--- config.mk ---
export PLATFORM = sky130hd
export DESIGN_NAME = approx_add_lpp
export DESIGN_NICKNAME = d
export VERILOG_FILES = /design/src/rtl/approx_add_pkg.sv /design/src/rtl/approx_err_stats.sv /design/src/rtl/approx_add_lpp.sv
export SDC_FILE = /design/constraint.sdc
export NUM_CORES = 1
export LEC_CHECK = 0
export ABC_AREA = 1
export BUFFER_PORTS_ARGS = -buffer_cell sky130_fd_sc_hd__buf_2
export CAP_MARGIN = 20
export CORE_MARGIN = 2
export CORE_UTILIZATION = 24
export DETAILED_ROUTE_END_ITERATION = 6
export GPL_TIMING_DRIVEN = 0
export SLEW_MARGIN = 5
export SYNTH_ARGS = -nofsm -noshare
export SYNTH_HDL_FRONTEND = slang
export SYNTH_HIERARCHICAL = 1
export SYNTH_SLANG_ARGS = --single-unit
--- constraint.sdc ---
create_clock -name clk -period 5.7 [get_ports clk]
set_input_delay 1.14 -clock clk [delete_from_list [all_inputs] [get_ports clk]]
set_output_delay 1.14 -clock clk [all_outputs]
set_load 0.02 [all_outputs]
--- src/rtl/approx_add_pkg.sv ---
// Shared helpers for the lower-part-OR approximate adder: k clamping and the
// LOA arithmetic itself, written once for any operand width up to MAX_W.
package approx_add_pkg;

  localparam int MAX_W     = 32;
  localparam int LPP_MAX_K = 4;
  localparam int K_W       = $clog2(LPP_MAX_K + 1);

  typedef logic [MAX_W:0] wide_t;

  function automatic int clamp_k(input int k, input int max_k);
    return (k > max_k) ? max_k : k;
  endfunction

  // Low k bits are a|b; the carry into the exact upper adder is a[k-1]&b[k-1].
  function automatic wide_t loa_add(input logic [MAX_W-1:0] a,
                                    input logic [MAX_W-1:0] b,
                                    input int               k);
    wide_t            mask;
    wide_t            lo;
    wide_t            hi;
    logic [MAX_W-1:0] top_bit;
    logic             cin;
    mask    = (wide_t'(1) << k) - wide_t'(1);
    lo      = {1'b0, a | b} & mask;
    top_bit = mask[MAX_W-1:0] ^ (mask[MAX_W-1:0] >> 1);
    cin     = |(a & b & top_bit);
    hi      = (({1'b0, a} >> k) + ({1'b0, b} >> k) + wide_t'(cin)) << k;
    return hi | lo;
  endfunction

endpackage

--- src/rtl/approx_err_stats.sv ---
// On-line error statistics for the approximate adder: sample count, error
// count, saturating |error| sum and worst-case |error|.
module approx_err_stats
  import approx_add_pkg::*;
#(
  parameter int WIDTH = 8,
  parameter int SUM_W = 24
) (
  input  logic             clk,
  input  logic             rst,
  input  logic             clr,
  input  logic             fire,
  input  logic [WIDTH:0]   err,
  output logic [SUM_W-1:0] samples,
  output logic [SUM_W-1:0] errcnt,
  output logic [SUM_W-1:0] errsum,
  output logic [WIDTH:0]   errmax
);

  localparam int AW = ((SUM_W > WIDTH + 1) ? SUM_W : WIDTH + 1) + 1;
  localparam logic [SUM_W-1:0] ALL_ONES = '1;

  logic [SUM_W-1:0] samples_q, samples_d;
  logic [SUM_W-1:0] errcnt_q,  errcnt_d;
  logic [SUM_W-1:0] errsum_q,  errsum_d;
  logic [WIDTH:0]   errmax_q,  errmax_d;

  logic [SUM_W-1:0] samples_base;
  logic [SUM_W-1:0] errcnt_base;
  logic [SUM_W-1:0] errsum_base;
  logic [WIDTH:0]   errmax_base;
  logic [AW-1:0]    sum_wide;

  // A clear coinciding with a fire restarts the statistics from that sample.
  always_comb begin
    samples_base = clr ? '0 : samples_q;
    errcnt_base  = clr ? '0 : errcnt_q;
    errsum_base  = clr ? '0 : errsum_q;
    errmax_base  = clr ? '0 : errmax_q;
    samples_d    = samples_base;
    errcnt_d     = errcnt_base;
    errsum_d     = errsum_base;
    errmax_d     = errmax_base;
    sum_wide     = AW'(errsum_base) + AW'(err);
    if (fire) begin
      if (samples_base != ALL_ONES) begin
        samples_d = samples_base + SUM_W'(1);
      end
      if ((err != '0) && (errcnt_base != ALL_ONES)) begin
        errcnt_d = errcnt_base + SUM_W'(1);
      end
      errsum_d = (sum_wide > AW'(ALL_ONES)) ? ALL_ONES : sum_wide[SUM_W-1:0];
      if (err > errmax_base) begin
        errmax_d = err;
      end
    end
  end

  always_ff @(posedge clk) begin
    if (rst) begin
      samples_q <= '0;
      errcnt_q  <= '0;
      errsum_q  <= '0;
      errmax_q  <= '0;
    end else begin
      samples_q <= samples_d;
      errcnt_q  <= errcnt_d;
      errsum_q  <= errsum_d;
      errmax_q  <= errmax_d;
    end
  end

  assign samples = samples_q;
  assign errcnt  = errcnt_q;
  assign errsum  = errsum_q;
  assign errmax  = errmax_q;

endmodule

--- src/rtl/approx_add_lpp.sv ---
// Two-stage elastic lower-part-OR approximate adder with a bit-exact shadow
// sum and error statistics gathered on every delivered result.
module approx_add_lpp
  import approx_add_pkg::*;
#(
  parameter int WIDTH = 8,
  parameter int MAX_K = 4,
  parameter int SUM_W = 24,
  localparam int KW   = (MAX_K < 1) ? 1 : $clog2(MAX_K + 1)
) (
  input  logic             clk,
  input  logic             rst,
  input  logic             in_valid,
  output logic             in_ready,
  input  logic [WIDTH-1:0] in_a,
  input  logic [WIDTH-1:0] in_b,
  input  logic [KW-1:0]    in_k,
  output logic             out_valid,
  input  logic             out_ready,
  output logic [WIDTH:0]   out_sum,
  output logic [WIDTH:0]   out_exact,
  input  logic             stats_clr,
  output logic [SUM_W-1:0] st_samples,
  output logic [SUM_W-1:0] st_errcnt,
  output logic [SUM_W-1:0] st_errsum,
  output logic [WIDTH:0]   st_errmax
);

  // Handshake: a transfer happens on a rising edge where valid and ready are
  // both high. A stage loads when empty or when its content leaves that same
  // cycle; in_ready depends on out_ready and stage state only, never in_valid.
  logic             s1_valid_q, s1_valid_d;
  logic [WIDTH-1:0] s1_a_q,     s1_a_d;
  logic [WIDTH-1:0] s1_b_q,     s1_b_d;
  logic [KW-1:0]    s1_k_q,     s1_k_d;
  logic             s2_valid_q, s2_valid_d;
  logic [WIDTH:0]   s2_sum_q,   s2_sum_d;
  logic [WIDTH:0]   s2_exact_q, s2_exact_d;
  logic [WIDTH:0]   s2_err_q,   s2_err_d;

  logic             in_fire;
  logic             s2_load;
  logic             out_fire;
  logic [KW-1:0]    k_clamped;
  logic [WIDTH:0]   approx_sum;
  logic [WIDTH:0]   exact_sum;
  logic [WIDTH:0]   abs_err;

  always_comb begin
    out_fire  = s2_valid_q & out_ready;
    s2_load   = s1_valid_q & (~s2_valid_q | out_ready);
    in_ready  = ~rst & (~s1_valid_q | s2_load);
    in_fire   = in_valid & in_ready;
    k_clamped = KW'(clamp_k(int'(in_k), MAX_K));
  end

  // Datapath between S1 and S2: approximate and exact sums of the held pair.
  always_comb begin
    approx_sum = (WIDTH+1)'(loa_add(MAX_W'(s1_a_q), MAX_W'(s1_b_q), int'(s1_k_q)));
    exact_sum  = (WIDTH+1)'(loa_add(MAX_W'(s1_a_q), MAX_W'(s1_b_q), 0));
    abs_err    = (approx_sum >= exact_sum) ? (approx_sum - exact_sum)
                                           : (exact_sum - approx_sum);
  end

  always_comb begin
    s1_valid_d = s1_valid_q;
    s1_a_d     = s1_a_q;
    s1_b_d     = s1_b_q;
    s1_k_d     = s1_k_q;
    if (in_fire) begin
      s1_valid_d = 1'b1;
      s1_a_d     = in_a;
      s1_b_d     = in_b;
      s1_k_d     = k_clamped;
    end else if (s2_load) begin
      s1_valid_d = 1'b0;
    end
  end

  always_comb begin
    s2_valid_d = s2_valid_q;
    s2_sum_d   = s2_sum_q;
    s2_exact_d = s2_exact_q;
    s2_err_d   = s2_err_q;
    if (s2_load) begin
      s2_valid_d = 1'b1;
      s2_sum_d   = approx_sum;
      s2_exact_d = exact_sum;
      s2_err_d   = abs_err;
    end else if (out_fire) begin
      s2_valid_d = 1'b0;
    end
  end

  always_ff @(posedge clk) begin
    if (rst) begin
      s1_valid_q <= 1'b0;
      s1_a_q     <= '0;
      s1_b_q     <= '0;
      s1_k_q     <= '0;
      s2_valid_q <= 1'b0;
      s2_sum_q   <= '0;
      s2_exact_q <= '0;
      s2_err_q   <= '0;
    end else begin
      s1_valid_q <= s1_valid_d;
      s1_a_q     <= s1_a_d;
      s1_b_q     <= s1_b_d;
      s1_k_q     <= s1_k_d;
      s2_valid_q <= s2_valid_d;
      s2_sum_q   <= s2_sum_d;
      s2_exact_q <= s2_exact_d;
      s2_err_q   <= s2_err_d;
    end
  end

  assign out_valid = s2_valid_q;
  assign out_sum   = s2_sum_q;
  assign out_exact = s2_exact_q;

  approx_err_stats #(
    .WIDTH (WIDTH),
    .SUM_W (SUM_W)
  ) u_stats (
    .clk     (clk),
    .rst     (rst),
    .clr     (stats_clr),
    .fire    (out_fire),
    .err     (s2_err_q),
    .samples (st_samples),
    .errcnt  (st_errcnt),
    .errsum  (st_errsum),
    .errmax  (st_errmax)
  );

endmodule

# Yosys cells after proc, flatten, opt, wreduce, memory -nomap -nowiden
# Index checks and enable logic that the tools add are counted.
dict set report totals {
  ff_bits 129
  inputBits 24
  output_inout_bits 101
  word_cells 69
}
dict set report op_classes {
  add_sub_neg 9
  magnitude_cmp 4
  n_eq_ne 2
  n_shift 4
  n_mux 18
  bitwise 15
  reduce_logical 5
}
# operator n
set op_table {}
lappend op_table {{two-way mux 24 bit} 9}
lappend op_table {{right shift 8 x 3 -> 33 bit} 2}
lappend op_table {{adder 24 x 1 -> 24 bit (second input constant)} 2}
lappend op_table {{inequality test 24 bit (second input constant)} 2}
lappend op_table {{two-way mux 9 bit} 4}
lappend op_table {{adder 33 x 1 -> 33 bit} 1}
lappend op_table {{adder 33 bit} 1}
lappend op_table {{<< shifter 33 x 3 -> 9 bit} 1}
lappend op_table {{bitwise AND 32 bit} 1}
lappend op_table {{OR reduction 32 bit} 1}
lappend op_table {{<< shifter 1 x 3 -> 32 bit (first input constant)} 1}
lappend op_table {{subtractor 32 x 1 -> 32 bit (second input constant)} 1}
lappend op_table {{XOR 32 x 31 -> 32 bit} 1}
lappend op_table {{adder 24 x 9 -> 25 bit} 1}
lappend op_table {{> comparator 25 x 24 -> 1 bit (second input constant)} 1}
lappend op_table {{subtractor 9 bit} 2}
lappend op_table {{adder 8 x 8 -> 9 bit} 1}
lappend op_table {{bitwise AND 8 x 9 -> 9 bit} 1}
lappend op_table {{>= comparator 9 bit} 1}
lappend op_table {{> comparator 9 bit} 1}
lappend op_table {{bitwise OR 9 bit} 1}
lappend op_table {{nonzero test 9 bit} 1}
lappend op_table {{bitwise AND 8 bit} 1}
lappend op_table {{bitwise OR 8 bit} 1}
lappend op_table {{other kinds (8)} 18}

# Logic depth before layout (Yosys ltp)
# Gate-level depths: netlist (run 1).
dict set report logic_depth {
  ltp_word 10
  mapped_depth 33
  depth_no_buf 31
}

# By module
# Netlist (run 1), hierarchy kept.
# module n_inst cells_per_inst area_each_um2 seq_area_each_um2
set by_module_without_submodules {}
lappend by_module_without_submodules {approx_err_stats 1 1022 6029.5 1621.6}
lappend by_module_without_submodules {approx_add_lpp 1 677 4345.4 960.9}

# Worst setup path after synthesis (run 1)
# No wires, ideal clock.
dict set report synth_path {
  kind {register to register}
  startpoint {register s1_k_q[0]}
  endpoint {register s2_err_q[2]}
  setup_time_ns 0.113
  t_arrival_ns 3.869
  setup_slack_ns 1.718
  path_stages_with_launch 32
  path_buffers 2
  path_cell_list {dfxtp_1 buf_6 buf_2 o21ai_0 inv_1 nand2_1 o21ai_0 nand2_1 o21ai_0 fa_1 fa_1 inv_1 nand2_1 nand2_1 nand3_1 nand2_1 nand2_1 nand3_1 nand2_1 nand2_1 nand2_1 nand2_1 inv_1 ha_1 inv_2 o21bai_1 a21boi_2 nand4_4 nand2_1 o21ai_1 o21ai_1 inv_1}
}
dict set report synth_via {
  elab_chain_len 10
  elab_cells_between_ends 16
  cone_classes {5 x add/sub; 1 x order compare; 4 x shift; 1 x mux; 4 x bitwise; 1 x reduce/logical}
}
# item line_no
set synth_rtl {}
lappend synth_rtl {{start: declaration} approx_add_lpp.sv:35} ;# logic [KW-1:0] s1_k_q, s1_k_d;
lappend synth_rtl {{start signal: assignment} approx_add_lpp.sv:109} ;# s1_k_q <= s1_k_d;
lappend synth_rtl {{<< shifter 1 x 3 -> 32 bit} approx_add_pkg.sv:24} ;# mask = (wide_t'(1) << k) - wide_t'(1);
lappend synth_rtl {{subtractor 32 x 1 -> 32 bit} approx_add_pkg.sv:24}
lappend synth_rtl {{XOR 32 x 31 -> 32 bit} approx_add_pkg.sv:26} ;# top_bit = mask[MAX_W-1:0] ^ (mask[MAX_W-1:0] >> 1);
lappend synth_rtl {{bitwise AND 32 bit} approx_add_pkg.sv:27} ;# cin = |(a & b & top_bit);
lappend synth_rtl {{OR reduction 32 bit} approx_add_pkg.sv:27}
lappend synth_rtl {{adder 33 x 1 -> 33 bit} approx_add_pkg.sv:28} ;# hi = (({1'b0, a} >> k) + ({1'b0, b} >> k) + wide_t'(cin)) << k;
lappend synth_rtl {{<< shifter 33 x 3 -> 9 bit} approx_add_pkg.sv:28}
lappend synth_rtl {{bitwise OR 9 bit (*)} approx_add_pkg.sv:29} ;# return hi | lo;
lappend synth_rtl {{named net approx_sum[6]} approx_add_lpp.sv:45} ;# logic [WIDTH:0] approx_sum;
lappend synth_rtl {{>= comparator 9 bit (*)} approx_add_lpp.sv:61} ;# abs_err = (approx_sum >= exact_sum) ? (approx_sum - exact_sum)
lappend synth_rtl {{two-way mux 9 bit (*)} approx_add_lpp.sv:61}
lappend synth_rtl {{end signal: assignment} approx_add_lpp.sv:113} ;# s2_err_q <= s2_err_d;
lappend synth_rtl {{end: declaration} approx_add_lpp.sv:39} ;# logic [WIDTH:0] s2_err_q, s2_err_d;
# The timed path passes the listed nets; every way through them passes the cells marked *.
# A chain may end at the register's enable or synchronous reset.

# Worst setup path in the final report (run 1)
# Ends and elaborated chain as after synthesis.

==> results.toml, run 1 <==
[worst_hold_path]
hp-start = "s1_valid_q"
holdCritPathClass = "reg -> reg"
min_to = "out_valid"
hold_depth = 2

[clocking]
h-tree-depth = 4
post_cts_buffers = 0
cts_buffers = 17
clock_path_buffers = 2
cts_tree = "yes"
cts_root_buf = "clkbuf_16"
clk_latency_ns = 0.45
cts_resized = 0
cts.sinks = 129
postCtsHoldBufs = 0
path_clk_slew_ns = 0.06

[logic_synthesis]
yosys_warnings = 6
yosys.cell_count.top_type = "nand2_1"
syn-num-nets = 1789
synth_area_leaders = "dfxtp_1 25%, nand2_1 17%, inv_1 8.4%"
synthAdderAreaFrac_pct = 8.39
yosys.area_share.simple_pct = 38.2
avgSynthCellArea_um2 = 6.11
synth_top_family_by_area = "simple AND/OR/NAND/NOR gates"
synth_cell_types = 49
netlist_instances = 1699
muxShareOfSynthArea_pct = 0
ys_async_sr_fraction_pct = 0
synth_edf_count = 0
syn_area_um2 = 10400
synth_compound_area_share_pct = 13.3
synth_ff_type = "dfxtp_1"
ys_seq_area_share_pct = 24.9
synth_common_cells = "475 x nand2_1, 233 x inv_1, 181 x nor2_1"
synth-seq-cells = 129
yosys.area.top_type = "dfxtp_1"
synth-xor-area-share_pct = 2.36
synth_top_area_share_pct = 24.9

[setup_path]
worstPathArrival_ns = 5.00
crit_slowest_cell = "fa_1"
r2r-start = "s1_k_q[0]"
reg2reg_setup_slack_ns = 1.04
crit_path_end_kind = "flop"
cp_slowest_stage_delay_ns = 0.51
worstPathRequired_ns = 6.05
cp-start-kind = "flop"
r2r_end = "s2_err_q[2]"
reg2reg_depth = 31
path_class = "reg -> reg"
path_common_cell = "nand2_1"
worstPathMaxFanout = 10

[final_layout]
drive_above_1_share_pct = 15.1
final_nets = 1931
fillCellCount = 4818
antennaDiodeCount = 0
final_cells = 2439
area_growth_pct = 19.1

[die]
die_w_um = 212
coreArea_um2 = 42900
die_y_um = 212
ios = 125
start_util_pct = 24.2
dieArea_um2 = 44900
fp-row-count = 76

[drt]
drc = 0
via_count = 11500
drt_iter0_drc = 890
postRouteAntennaNets = 0
avgRoutedWirePerCell_um = 14.9
drt-total-wl_um = 36400
firstDrtPassIters = 7
viasPerCell = 4.70

[global_routing]
grt_pass1_wl_um = 57300
grt_start_max_net_pins = 17
gr-total-overflow = 0
grt_use_total_pct = 16.4
antenna_found_initial = 1
grt_pass1_vias = 10700

[timing]
max_freq_mhz = 215
final.setup.tns_ns = 0
grt_setup_unrepaired = "false"
slew_violations = 0
min_period_ns = 4.66
setup_viol = 0
worst_slew_pin_slew_ns = 0.726
fin_crit_sh_pct = 81.7
hold_viol_final = 0
slew_headroom_pct = 51.6
fin_worst_skew_ns = 0.0127

[placement]
gp_congestion = 0.953
portBuffers = 123
dp.final_hpwl_um = 28700
placedCellCount = 2407

[pwr]
p_leak_nw = 5.80
power_density_nw_per_um2 = 252
ir_drop_mv = 0.258

[status]
status = "finished clean"

[run]
maxCapViolCount = 0
[cell type report]
type	instances	area, um^2	area share (%)
buffer	63	378	3.06
clock buffer	20	467	3.78
clock inverter	12	169	1.37
inverter	255	962	7.79
multi-input combinational	1252	6450	52.2
sequential	129	2580	20.9
tap	585	732	5.92
timing repair buffer	123	616	4.98
[layer usage]
layer	vias to the layer above	share of wire [%]	GRT usage, %
li1	5700	-	-
met1	5256	45	21.4
met2	444	45	26.9
met3	64	7.3	2.97
met4	0	2.6	5.88
met5	-	0	0
[flip-flops by register name, summed over array words and instances, names as in the netlist]
name             flops
s1_b_q               8
out_valid            1
out_sum              9
u_stats/errmax       9
u_stats/errsum      24
u_stats/samples     24
s1_k_q               3
s2_err_q             9
s1_a_q               8
out_exact            9
u_stats/errcnt      24
s1_valid_q           1
[worst max-delay path, delay by kind of cell, from the launching register on]
kind,cells,cell delay [ns]
AOI/OAI and AO/OA,7,1.01
adders and majority gates,3,1.27
buffers and inverters,7,0.72
DFF,1,0.31
and+or+nand+nor,14,1.24
[cell usage in the layout (no fill, tap or decap), types with 18 or more instances in the layout]
cell      count
inv_1       233
dfxtp_1     129
buf_2       144
ha_1         60
clkbuf_1     22
nand3_1     138
o21ai_0      78
xor2_1       23
nor3_1       18
nand2_1     475
nand2_2      19
a21oi_1     104
nor2_1      181
inv_2        18
nand4_1      30
[per-stage QoR]
stage	hold slack, ns	setup WS, ns	area [um^2]	util (%)	total power [mW]
after global routing	0.514	0.569	12400	28.8	3.29
after floorplan	0.451	1.72	10400	-	1.67
after detailed placement	0.472	1.11	11700	27.3	1.91
after global placement	0.456	1.12	11700	27.3	1.90
final	0.480	1.04	12400	28.8	3.11
after CTS	0.481	1.11	12400	28.8	3.13
[logic make-up (layout without fill, tap and decap cells)]
family / after synthesis / in the layout
xor gates and xnor gates: 28 / 28
and+or+nand+nor: 910 / 910
DFF: 129 / 129
adders and majority gates: 66 / 66
buffers and inverters: 318 / 473
AOI/OAI and AO/OA: 248 / 248
[where the power goes]
| part | internal (mW) | switching, mW | leakage, nW |
|---|---|---|---|
| logic | 0.322 | 0.613 | 4.44 |
| registers | 0.936 | 0.0346 | 1.05 |
| clock network | 0.732 | 0.473 | 0.313 |
[worst max path at each step]
| stage | start | endpoint | slack, ns |
|---|---|---|---|
| final | s1_k_q[0] | s2_err_q[2] | 1.04 |
| after global routing | s1_k_q[0] | s2_err_q[2] | 0.57 |
| after CTS | s1_k_q[0] | s2_err_q[2] | 1.11 |
| after detailed placement | s1_k_q[0] | s2_err_q[2] | 1.11 |
| after global placement | s1_k_q[0] | s2_err_q[2] | 1.12 |
| after floorplan | s1_k_q[0] | s2_err_q[2] | 1.72 |
(Power assumes the default switching activity.)
==> inputs of run 2 (changes only) <==
==> constraint.sdc (replaced) <==
create_clock -name clk -period 3.85 [get_ports clk]
set_input_delay 0.77 -clock clk [delete_from_list [all_inputs] [get_ports clk]]
set_output_delay 0.77 -clock clk [all_outputs]
set_load 0.02 [all_outputs]
==> results.toml, run 2 (synthesis results as in run 1) <==
[status]
status = "finished with violations"
violations = "setup timing"

[drt]
avgRoutedWirePerCell_um = 15.1
viasPerCell = 4.68
drt-total-wl_um = 37300
firstDrtPassIters = 7
drc = 0
via_count = 11500
postRouteAntennaNets = 0
drt_iter0_drc = 880

[die]
die_w_um = 212
coreArea_um2 = 42900
ios = 125
fp-row-count = 76
start_util_pct = 24.2
dieArea_um2 = 44900
die_y_um = 212

[global_routing]
antenna_found_initial = 0
gr-total-overflow = 0
grt_pass1_vias = 11100
grt_pass1_wl_um = 58400
grt_use_total_pct = 16.6
grt_start_max_net_pins = 17

[clocking]
clk_latency_ns = 0.44
postCtsHoldBufs = 0
h-tree-depth = 4
cts_buffers = 17
cts_tree = "yes"
cts_root_buf = "clkbuf_16"
clock_path_buffers = 2
path_clk_slew_ns = 0.06
cts.sinks = 129

[setup_path]
reg2reg_setup_slack_ns = -0.1
cp-start-kind = "flop"
worstPathArrival_ns = 4.24
cp-startpoint = "s1_k_q[0]"
reg2reg_depth = 25
worstPathMaxFanout = 7
crit_path_end_kind = "flop"
r2r_end = "s2_err_q[1]"
worstPathRequired_ns = 4.14
path_class = "reg -> reg"
r2r-start = "s1_k_q[0]"

[worst_hold_path]
hp-start = "s1_valid_q"
holdCritPathClass = "reg -> reg"
hold_depth = 2
min_to = "out_valid"

[timing]
final.setup.tns_ns = -0.563
max_freq_mhz = 253
fin_crit_sh_pct = 103
grt_setup_unrepaired = "true"
worst_slew_pin_slew_ns = 0.804
hold_viol_final = 0
setup_viol = 8
fin_worst_skew_ns = 0.0125
slew_headroom_pct = 46.4
fin_ws_ns = -0.0999
hold_ws_ns = 0.480
min_period_ns = 3.95
slew_violations = 0

[final_layout]
post-route-util_pct = 30.3
fillCellCount = 4763
multi_input_area_um2 = 6910
antennaDiodeCount = 0
layout_commonest_cell = "nand2_1"
drive_above_1_share_pct = 20.3
final_nets = 1956
area_growth_pct = 25.3
final-seq-area_um2 = 2590
final_cells = 2463
final_cell_mix = "453 x nand2_1, 228 x inv_1, 175 x nor2_1"
fin_area_um2 = 13000

[run]
maxCapViolCount = 0

[placement]
gp_congestion = 0.957
dp.final_hpwl_um = 28500
placedCellCount = 2407
place_worst_setup_slack_ns = -0.663
placed_area_um2 = 11700
portBuffers = 123

[pwr]
power_density_nw_per_um2 = 363
power.total_mw = 4.72
p_leak_nw = 6.04
ir_drop_mv = 0.282
[run 2: layout make-up]
type                       count  share of cell area, %
multi-input combinational   1253                   53.1
sequential                   129                   20.0
inverter                     255                   7.46
timing repair buffer         149                   6.49
tap                          585                   5.63
clock buffer                  23                   3.68
buffer                        61                   3.05
clock inverter                 8                  0.616
[run 2: how the worst max path moves through the flow]
stage             endpoint  slack [ns]
2_1_floorplan  s2_err_q[2]        0.01
3_3_place_gp   s2_err_q[8]       -0.65
3_5_place_dp   s2_err_q[2]       -0.66
4_1_cts        s2_err_q[8]       -0.11
5_1_grt        s2_err_q[6]       -0.30
6_report       s2_err_q[1]        -0.1
[run 2: repair_timing]
item | in CTS | in global routing
setup buffers | 19 | 7
cloned | 1 | 0
setup endpoints to repair | 8 | 8
pin swaps | 31 | 32
gates resized for setup | 86 | 50
[run 2: worst max-delay path, stage by stage, from the launching register on]
cell and delay (ns):
dfxtp_4 0.43, buf_12 0.16, nand2_4 0.05, o21ai_4 0.06, inv_2 0.05, nand2_2 0.05
o21ai_2 0.05, nand2_1 0.08, o21ai_2 0.07, fa_2 0.42, fa_2 0.58, o21ai_2 0.08
or2_1 0.25, nand3_2 0.07, nand2_2 0.08, ha_4 0.22, buf_6 0.13, nand2_2 0.06
nand2_2 0.07, o21bai_2 0.21, nand2_4 0.10, nand4_4 0.19, inv_4 0.16, nand2_2 0.06
nand3_2 0.06, a21oi_2 0.04
[run 2: power breakdown]
group	switching (mW)	internal (mW)
Sequential	0.0553	1.39
Combinational	1.07	0.634
Clock	0.645	0.936
[run 2: layer usage]
| metal | track usage (%) | share of wire (%) | vias to the layer above |
|---|---|---|---|
| li1 | - | - | 5763 |
| met1 | 21.6 | 46 | 5295 |
| met2 | 28.2 | 46 | 405 |
| met3 | 2.40 | 6.1 | 53 |
| met4 | 5.25 | 2.2 | 0 |
| met5 | 0 | 0 | - |
